### config.mk
export PLATFORM = sky130hd
export DESIGN_NAME = uart_receiver_cfg_flat
export DESIGN_NICKNAME = d
export VERILOG_FILES = /design/src/rtl/uart_pkg.sv /design/src/rtl/uart_receiver_cfg_if.sv /design/src/rtl/uart_bit_timer.sv /design/src/rtl/uart_receiver_cfg.sv /design/src/flat_wrapper.sv
export SDC_FILE = /design/constraint.sdc
export NUM_CORES = 1
export LEC_CHECK = 0
export CAP_MARGIN = 20
export CORE_ASPECT_RATIO = 0.9
export CORE_MARGIN = 2
export CORE_UTILIZATION = 49
export CTS_CLUSTER_DIAMETER = 80
export DETAILED_ROUTE_END_ITERATION = 7
export HOLD_SLACK_MARGIN = 0.05
export PLACE_DENSITY = 0.75
export SYNTH_ARGS = -nofsm -noshare
export SYNTH_HDL_FRONTEND = slang
export SYNTH_SLANG_ARGS = --single-unit
### constraint.sdc
create_clock -name clk_i -period 4.7 [get_ports clk_i]
set_input_delay 0.94 -clock clk_i [delete_from_list [all_inputs] [get_ports clk_i]]
set_output_delay 0.94 -clock clk_i [all_outputs]
set_load 0.1 [all_outputs]
### src/rtl/uart_pkg.sv
// Shared UART definitions: parity modes, receiver FSM state encoding and width helper.
package uart_pkg;

    localparam int unsigned PARITY_NONE = 0;
    localparam int unsigned PARITY_ODD  = 1;
    localparam int unsigned PARITY_EVEN = 2;

    localparam logic [2:0] S_IDLE       = 3'd0;
    localparam logic [2:0] S_START      = 3'd1;
    localparam logic [2:0] S_DATA       = 3'd2;
    localparam logic [2:0] S_PARITY     = 3'd3;
    localparam logic [2:0] S_STOP       = 3'd4;
    localparam logic [2:0] S_BREAK_WAIT = 3'd5;

    // Bits needed to count 0..value-1 (at least one bit).
    function automatic int unsigned clogb2(input int unsigned value);
        int unsigned width;
        width = 1;
        while ((64'd1 << width) < 64'(value)) width = width + 1;
        return width;
    endfunction

endpackage

### src/rtl/uart_receiver_cfg_if.sv
// Receiver output bundle: word, error tags and valid/ready handshake towards the consumer.
interface uart_receiver_cfg_if #(
    parameter int unsigned DATA_BITS = 8
);
    logic [DATA_BITS-1:0] data_o;
    logic                 data_valid_o;
    logic                 frame_error_o;
    logic                 parity_error_o;
    logic                 overrun_o;
    logic                 buffer_ready_i;

    modport master (
        output data_o, data_valid_o, frame_error_o, parity_error_o, overrun_o,
        input  buffer_ready_i
    );

    modport slave (
        input  data_o, data_valid_o, frame_error_o, parity_error_o, overrun_o,
        output buffer_ready_i
    );
endinterface

### src/rtl/uart_bit_timer.sv
// Bit-period counter 0..FULL-1 with synchronous clear; decodes the half-bit and full-bit points.
module uart_bit_timer
    import uart_pkg::*;
#(
    parameter int unsigned FULL = 125,
    parameter int unsigned HALF = FULL / 2
) (
    input  logic clk_i,
    input  logic rst_i,
    input  logic clr_i,
    output logic half_tick_c,
    output logic full_tick_c
);

    localparam int unsigned CNT_W = clogb2(FULL);

    logic [CNT_W-1:0] cnt_q, cnt_d;

    assign full_tick_c = (cnt_q == CNT_W'(FULL - 1));
    assign half_tick_c = (cnt_q == CNT_W'(HALF - 1));

    always_comb begin
        cnt_d = cnt_q + 1'b1;
        if (clr_i || full_tick_c) cnt_d = '0;
    end

    always_ff @(posedge clk_i or posedge rst_i) begin
        if (rst_i) cnt_q <= '0;
        else       cnt_q <= cnt_d;
    end

endmodule

### src/rtl/uart_receiver_cfg.sv
// Configurable UART receiver with glitch-rejecting start detection and held valid/ready output.
// Define UART_RX_MAJORITY_EN to take a 2-of-3 vote around every sample point.
module uart_receiver_cfg
    import uart_pkg::*;
#(
    parameter int unsigned CLK_FREQ_HZ = 115200000,
    parameter int unsigned BAUDRATE    = 921600,
    parameter int unsigned DATA_BITS   = 8,
    parameter int unsigned PARITY      = 0,
    parameter int unsigned STOP_BITS   = 1
) (
    input  logic clk_i,
    input  logic rst_i,
    input  logic rxd_i,
    uart_receiver_cfg_if.master rx_if
);

    localparam int unsigned FULL      = CLK_FREQ_HZ / BAUDRATE;
    localparam int unsigned HALF      = FULL / 2;
    localparam int unsigned BIT_CNT_W = clogb2(DATA_BITS);

    if (FULL < 8) begin : g_err_full
        $error("uart_receiver_cfg: CLK_FREQ_HZ/BAUDRATE must be at least 8");
    end
    if (DATA_BITS < 5 || DATA_BITS > 9) begin : g_err_bits
        $error("uart_receiver_cfg: DATA_BITS must be 5..9");
    end
    if (PARITY > PARITY_EVEN) begin : g_err_par
        $error("uart_receiver_cfg: PARITY must be 0, 1 or 2");
    end
    if (STOP_BITS < 1 || STOP_BITS > 2) begin : g_err_stop
        $error("uart_receiver_cfg: STOP_BITS must be 1 or 2");
    end

    // RXD synchronizer plus history for edge detection (and voting when enabled)
    logic rxd_meta_q, rxd_meta_d;
    logic rxd_sync_q, rxd_sync_d;
    logic rxd_prev_q, rxd_prev_d;
    logic sample_c;

`ifdef UART_RX_MAJORITY_EN
    logic rxd_prev2_q, rxd_prev2_d;

    always_comb rxd_prev2_d = rxd_prev_q;

    always_ff @(posedge clk_i or posedge rst_i) begin
        if (rst_i) rxd_prev2_q <= 1'b1;
        else       rxd_prev2_q <= rxd_prev2_d;
    end

    assign sample_c = (rxd_sync_q & rxd_prev_q) | (rxd_sync_q & rxd_prev2_q) |
                      (rxd_prev_q & rxd_prev2_q);
`else
    assign sample_c = rxd_sync_q;
`endif

    always_comb begin
        rxd_meta_d = rxd_i;
        rxd_sync_d = rxd_meta_q;
        rxd_prev_d = rxd_sync_q;
    end

    always_ff @(posedge clk_i or posedge rst_i) begin
        if (rst_i) begin
            rxd_meta_q <= 1'b1;
            rxd_sync_q <= 1'b1;
            rxd_prev_q <= 1'b1;
        end else begin
            rxd_meta_q <= rxd_meta_d;
            rxd_sync_q <= rxd_sync_d;
            rxd_prev_q <= rxd_prev_d;
        end
    end

    logic [2:0]           state_q, state_d;
    logic [DATA_BITS-1:0] shreg_q, shreg_d;
    logic [BIT_CNT_W-1:0] bit_cnt_q, bit_cnt_d;
    logic                 stop_cnt_q, stop_cnt_d;
    logic                 ferr_q, ferr_d;
    logic                 perr_q, perr_d;
    logic                 done_c;
    logic                 half_tick_c, full_tick_c;

    uart_bit_timer #(
        .FULL (FULL),
        .HALF (HALF)
    ) u_bit_timer (
        .clk_i       (clk_i),
        .rst_i       (rst_i),
        .clr_i       (state_d != state_q),
        .half_tick_c (half_tick_c),
        .full_tick_c (full_tick_c)
    );

    // Frame FSM; done_c marks the last stop sample
    always_comb begin
        state_d    = state_q;
        shreg_d    = shreg_q;
        bit_cnt_d  = bit_cnt_q;
        stop_cnt_d = stop_cnt_q;
        ferr_d     = ferr_q;
        perr_d     = perr_q;
        done_c     = 1'b0;
        case (state_q)
            S_IDLE: begin
                if (rxd_prev_q && !rxd_sync_q) state_d = S_START;
            end
            S_START: begin
                if (half_tick_c) begin
                    if (sample_c) begin
                        state_d = S_IDLE;
                    end else begin
                        state_d    = S_DATA;
                        bit_cnt_d  = '0;
                        stop_cnt_d = 1'b0;
                        ferr_d     = 1'b0;
                        perr_d     = 1'b0;
                    end
                end
            end
            S_DATA: begin
                if (full_tick_c) begin
                    shreg_d = {sample_c, shreg_q[DATA_BITS-1:1]};
                    if (bit_cnt_q == BIT_CNT_W'(DATA_BITS - 1)) begin
                        state_d = (PARITY != PARITY_NONE) ? S_PARITY : S_STOP;
                    end else begin
                        bit_cnt_d = bit_cnt_q + 1'b1;
                    end
                end
            end
            S_PARITY: begin
                if (full_tick_c) begin
                    perr_d  = (((^shreg_q) ^ sample_c) != (PARITY == PARITY_ODD));
                    state_d = S_STOP;
                end
            end
            S_STOP: begin
                if (full_tick_c) begin
                    if (!sample_c) ferr_d = 1'b1;
                    if (stop_cnt_q == 1'(STOP_BITS - 1)) begin
                        done_c  = 1'b1;
                        state_d = sample_c ? S_IDLE : S_BREAK_WAIT;
                    end else begin
                        stop_cnt_d = 1'b1;
                    end
                end
            end
            S_BREAK_WAIT: begin
                if (rxd_sync_q) state_d = S_IDLE;
            end
            default: state_d = S_IDLE;
        endcase
    end

    always_ff @(posedge clk_i or posedge rst_i) begin
        if (rst_i) begin
            state_q    <= S_IDLE;
            shreg_q    <= '0;
            bit_cnt_q  <= '0;
            stop_cnt_q <= 1'b0;
            ferr_q     <= 1'b0;
            perr_q     <= 1'b0;
        end else begin
            state_q    <= state_d;
            shreg_q    <= shreg_d;
            bit_cnt_q  <= bit_cnt_d;
            stop_cnt_q <= stop_cnt_d;
            ferr_q     <= ferr_d;
            perr_q     <= perr_d;
        end
    end

    logic [DATA_BITS-1:0] data_q, data_d;
    logic                 valid_q, valid_d;
    logic                 ferr_out_q, ferr_out_d;
    logic                 perr_out_q, perr_out_d;
    logic                 ovr_q, ovr_d;
    logic                 xfer_c;

    assign xfer_c = valid_q && rx_if.buffer_ready_i;

    // Output holding register: a new word only replaces one that is empty or leaving
    always_comb begin
        data_d     = data_q;
        valid_d    = valid_q;
        ferr_out_d = ferr_out_q;
        perr_out_d = perr_out_q;
        ovr_d      = 1'b0;
        if (xfer_c) valid_d = 1'b0;
        if (done_c) begin
            if (!valid_q || xfer_c) begin
                data_d     = shreg_q;
                ferr_out_d = ferr_d;
                perr_out_d = perr_d;
                valid_d    = 1'b1;
            end else begin
                ovr_d = 1'b1;
            end
        end
    end

    always_ff @(posedge clk_i or posedge rst_i) begin
        if (rst_i) begin
            data_q     <= '0;
            valid_q    <= 1'b0;
            ferr_out_q <= 1'b0;
            perr_out_q <= 1'b0;
            ovr_q      <= 1'b0;
        end else begin
            data_q     <= data_d;
            valid_q    <= valid_d;
            ferr_out_q <= ferr_out_d;
            perr_out_q <= perr_out_d;
            ovr_q      <= ovr_d;
        end
    end

    assign rx_if.data_o         = data_q;
    assign rx_if.data_valid_o   = valid_q;
    assign rx_if.frame_error_o  = ferr_out_q;
    assign rx_if.parity_error_o = perr_out_q;
    assign rx_if.overrun_o      = ovr_q;

endmodule

### src/flat_wrapper.sv
// flat-port wrapper written by rule: the top's interface ports become plain ports
module uart_receiver_cfg_flat import uart_pkg::*;
#(
    parameter int unsigned CLK_FREQ_HZ = 115200000,
    parameter int unsigned BAUDRATE    = 921600,
    parameter int unsigned DATA_BITS   = 8,
    parameter int unsigned PARITY      = 0,
    parameter int unsigned STOP_BITS   = 1
)
  (clk_i, rst_i, rxd_i, rx_if_data_o, rx_if_data_valid_o, rx_if_frame_error_o, rx_if_parity_error_o, rx_if_overrun_o, rx_if_buffer_ready_i);
  uart_receiver_cfg_if #(.DATA_BITS(DATA_BITS)) rx_if_i ();
  input  logic clk_i;
  input  logic rst_i;
  input  logic rxd_i;
  output wire logic [$bits(rx_if_i.data_o)-1:0] rx_if_data_o;
  output wire logic [$bits(rx_if_i.data_valid_o)-1:0] rx_if_data_valid_o;
  output wire logic [$bits(rx_if_i.frame_error_o)-1:0] rx_if_frame_error_o;
  output wire logic [$bits(rx_if_i.parity_error_o)-1:0] rx_if_parity_error_o;
  output wire logic [$bits(rx_if_i.overrun_o)-1:0] rx_if_overrun_o;
  input wire logic [$bits(rx_if_i.buffer_ready_i)-1:0] rx_if_buffer_ready_i;
  assign rx_if_data_o = rx_if_i.data_o;
  assign rx_if_data_valid_o = rx_if_i.data_valid_o;
  assign rx_if_frame_error_o = rx_if_i.frame_error_o;
  assign rx_if_parity_error_o = rx_if_i.parity_error_o;
  assign rx_if_overrun_o = rx_if_i.overrun_o;
  assign rx_if_i.buffer_ready_i = rx_if_buffer_ready_i;
  uart_receiver_cfg #(.CLK_FREQ_HZ(CLK_FREQ_HZ), .BAUDRATE(BAUDRATE), .DATA_BITS(DATA_BITS), .PARITY(PARITY), .STOP_BITS(STOP_BITS)) u_core (.clk_i(clk_i), .rst_i(rst_i), .rxd_i(rxd_i), .rx_if(rx_if_i));
endmodule
==> impl_metrics.json <==
{
  "wl_per_cell_um": 14.5,
  "num_rows": 20,
  "hold_class": "register to register",
  "timing.fmax_mhz": 368,
  "grt_start_max_net_pins": 39,
  "placed_cell_area_um2": 1970,
  "die_w_um": 67.9,
  "p_int_mw": 0.540,
  "place_congestion": 0.833,
  "postCtsSetupRepairBufs": 0,
  "p_seq_share_pct": 53.2,
  "synth_area_um2": 1800,
  "clock_skew_ps": 8.68,
  "ys.flop_type": "dfrtp_1",
  "design_area_um2": 2070,
  "ys_types": 39,
  "grt_overflow_total": 0,
  "swShare_pct": 29.4,
  "crit_fanout": 2,
  "crit_buf_inv": 1,
  "synth.avg_cell_area_um2": 12.3,
  "antenna_found_initial": 0,
  "start_util_pct": 52.1,
  "required_ps": 3760,
  "peakVddDrop_mv": 0.226,
  "drtIter0Drc": 53,
  "final_util_pct": 59.8,
  "post_cts_resized": 0,
  "clock_latency_ps": 290,
  "drt_wl_total_um": 3040,
  "p_leak_nw": 0.959,
  "syn_nets": 155,
  "whs_ps": 360,
  "nFillCells": 295,
  "startpoint_type": "register",
  "totalNegativeSetupSlack_ps": 0,
  "die_h_um": 61.5,
  "finalCritPeriodShare_pct": 57.8,
  "grtUsageTotal_pct": 17.4,
  "path_delay_family": "buffers and inverters",
  "setup_ws_ps": 1980,
  "n_antenna_cell": 0,
  "switchingPower_mw": 0.224,
  "core_um2": 3450,
  "reg2reg_depth": 6,
  "drive_gt1_share_pct": 21.8,
  "netlist_instances": 146,
  "finalPower_mw": 0.765,
  "area_growth_syn_to_layout_pct": 14.9,
  "ys_warn_count": 0,
  "cts_hold_buffers": 0,
  "status": "finished clean",
  "tightest_slew_ps": 972,
  "dp_hpwl_um": 2240,
  "async_flop_share_pct": 100,
  "vias": 1129,
  "cts.reportedPaths.clkPinSlew_ps": 70,
  "seq_area_frac_synth_pct": 53.1,
  "worst_ep_arrival_time_ps": 1780,
  "port_buffers": 15,
  "nets": 173,
  "die_area_um2": 4170,
  "period_needed_ps": 2720,
  "io_pins": 16,
  "finalSetupViolations": 0,
  "maxSlewViolCount": 0,
  "pwr_density_cell_nw_per_um2": 370,
  "drc": 0,
  "path_depth": 1,
  "crit_chain": "clkdlybuf4s50_1",
  "clock-sinks": 38,
  "pre_cts_slack_ps": 2290,
  "clock_power_share_pct": 29.4,
  "dp.cells": 201,
  "maxSlewHeadroom_pct": 35.0,
  "cap_violations": 0,
  "cts_buffers": 5,
  "via_per_inst": 5.40,
  "endpoint_kind": "primary output",
  "rsz0062_at_grt": "no",
  "synth_edf_count": 0,
  "htree_levels": 2,
  "cts_tree": "built",
  "min_path_cells": 0,
  "hold_viol": 0,
  "fin_cells": 209,
  "clk_path_buf_depth": 2,
  "cts_root_buf": "clkbuf_8",
  "worst-setup-path-type": "register to primary output",
  "grt_pass1_wl_um": 5200,
  "firstDrtPassIters": 4,
  "grt_pass1_vias": 1169,
  "comb_power_share_pct": 17.4,
  "slowest_stage": "clkdlybuf4s50_1",
  "cp_slowest_stage_delay_ps": 1140,
  "synth_seq_cells": 38,
  "ant_nets": 0
}
-- logic make-up after synthesis --
| logic type | after synthesis | share of synthesized area [%] |
|---|---|---|
| AO/OA/AOI/OAI | 15 | 6.26 |
| flip-flops | 38 | 53.1 |
| adder cells (fa/ha/maj) | 5 | 3.48 |
| multiplexers | 22 | 13.5 |
| XOR/XNOR | 12 | 6.61 |
| AND/OR/NAND/NOR | 40 | 13.2 |
| buffers and inverters | 14 | 3.90 |
-- synthesized netlist by cell type, types with 2 or more instances --
| cell type | n | area share (%) |
|---|---|---|
| mux2i_1 | 4 | 2.2 |
| buf_4 | 2 | 0.83 |
| xor2_1 | 3 | 1.5 |
| a22oi_1 | 2 | 0.83 |
| ha_1 | 5 | 3.5 |
| nor2b_1 | 3 | 1.0 |
| nand2b_1 | 3 | 1.0 |
| dfstp_2 | 3 | 4.4 |
| o21ai_0 | 3 | 0.83 |
| nand2_1 | 6 | 1.3 |
| mux2_2 | 18 | 11 |
| a21oi_1 | 2 | 0.56 |
| inv_1 | 9 | 1.9 |
| nor2_1 | 13 | 2.7 |
| nand3_1 | 3 | 0.83 |
| xnor2_1 | 8 | 3.9 |
| dfrtp_1 | 35 | 49 |
| buf_2 | 2 | 0.56 |
| o2bb2ai_1 | 2 | 0.97 |
-- routing by layer --
layer / vias up / track usage [%] / share of wire (%)
met5: - / 0 / 0
met4: 0 / 8.86 / 1.7
met3: 5 / 4.75 / 3.6
met2: 20 / 30.5 / 54
met1: 570 / 19.7 / 41
li1: 534 / - / -
-- area by class of cell --
| type | count | area [um2] | area share (%) |
|---|---|---|---|
| Clock buffer | 7 | 86.3 | 4.18 |
| Clock inverter | 1 | 5.00 | 0.242 |
| Timing Repair Buffer | 16 | 158 | 7.63 |
| Sequential cell | 38 | 955 | 46.2 |
| Tap cell | 44 | 55.1 | 2.67 |
| Inverter | 9 | 33.8 | 1.64 |
| Multi-Input combinational cell | 94 | 773 | 37.4 |
-- state kept, by name (all words and copies together), names as in the netlist --
name / flops
u_core.shreg_q: 8
u_core.rxd_meta_q: 1
u_core.rxd_prev_q: 1
u_core.rx_if.overrun_o: 1
u_core.u_bit_timer.cnt_q: 7
u_core.perr_q: 1
u_core.state_q: 3
u_core.rxd_prev_d: 1
u_core.rx_if.frame_error_o: 1
u_core.ferr_q: 1
u_core.rx_if.parity_error_o: 1
u_core.bit_cnt_q: 3
u_core.rx_if.data_valid_o: 1
u_core.rx_if.data_o: 8
-- layout by cell type (no fill, tap or decap), types with 2 or more instances in the layout --
master           instances
nand2_1                  6
xor2_1                   3
mux2_2                  18
nand2b_1                 3
nor2_1                  13
o2bb2ai_1                2
a22oi_1                  2
mux2i_1                  4
a21oi_1                  2
nor2b_1                  3
clkbuf_8                 6
inv_1                    9
nand3_1                  3
xnor2_1                  8
o21ai_0                  3
dfrtp_1                 35
clkdlybuf4s50_1         15
dfstp_2                  3
ha_1                     5
-- worst paths after layout --
kind / start / end / slack (ps)
min in group asynchronous: rst_i / u_core.rx_if.data_o[5] / 1060
hold reg to reg: u_core.rxd_meta_q / u_core.rxd_prev_d / 360
setup / recovery: u_core.rx_if.data_o[7] / rx_if_data_o[7] / 1980
max in group asynchronous: rst_i / u_core.rxd_prev_q / 3290
setup reg to reg: u_core.u_bit_timer.cnt_q[0] / u_core.shreg_q[6] / 2800
hold / removal: u_core.rxd_meta_q / u_core.rxd_prev_d / 360
-- power by group through the flow --
| stage | Combinational, mW | Sequential (mW) | Clock [mW] |
|---|---|---|---|
| after floorplan | 0.124 | 0.392 | 0 |
| after global placement | 0.124 | 0.410 | 0 |
| after detailed placement | 0.134 | 0.413 | 0 |
| after CTS | 0.135 | 0.407 | 0.232 |
| after global routing | 0.155 | 0.415 | 0.248 |
| final | 0.133 | 0.407 | 0.225 |
Power figures use the tool's default switching activity.
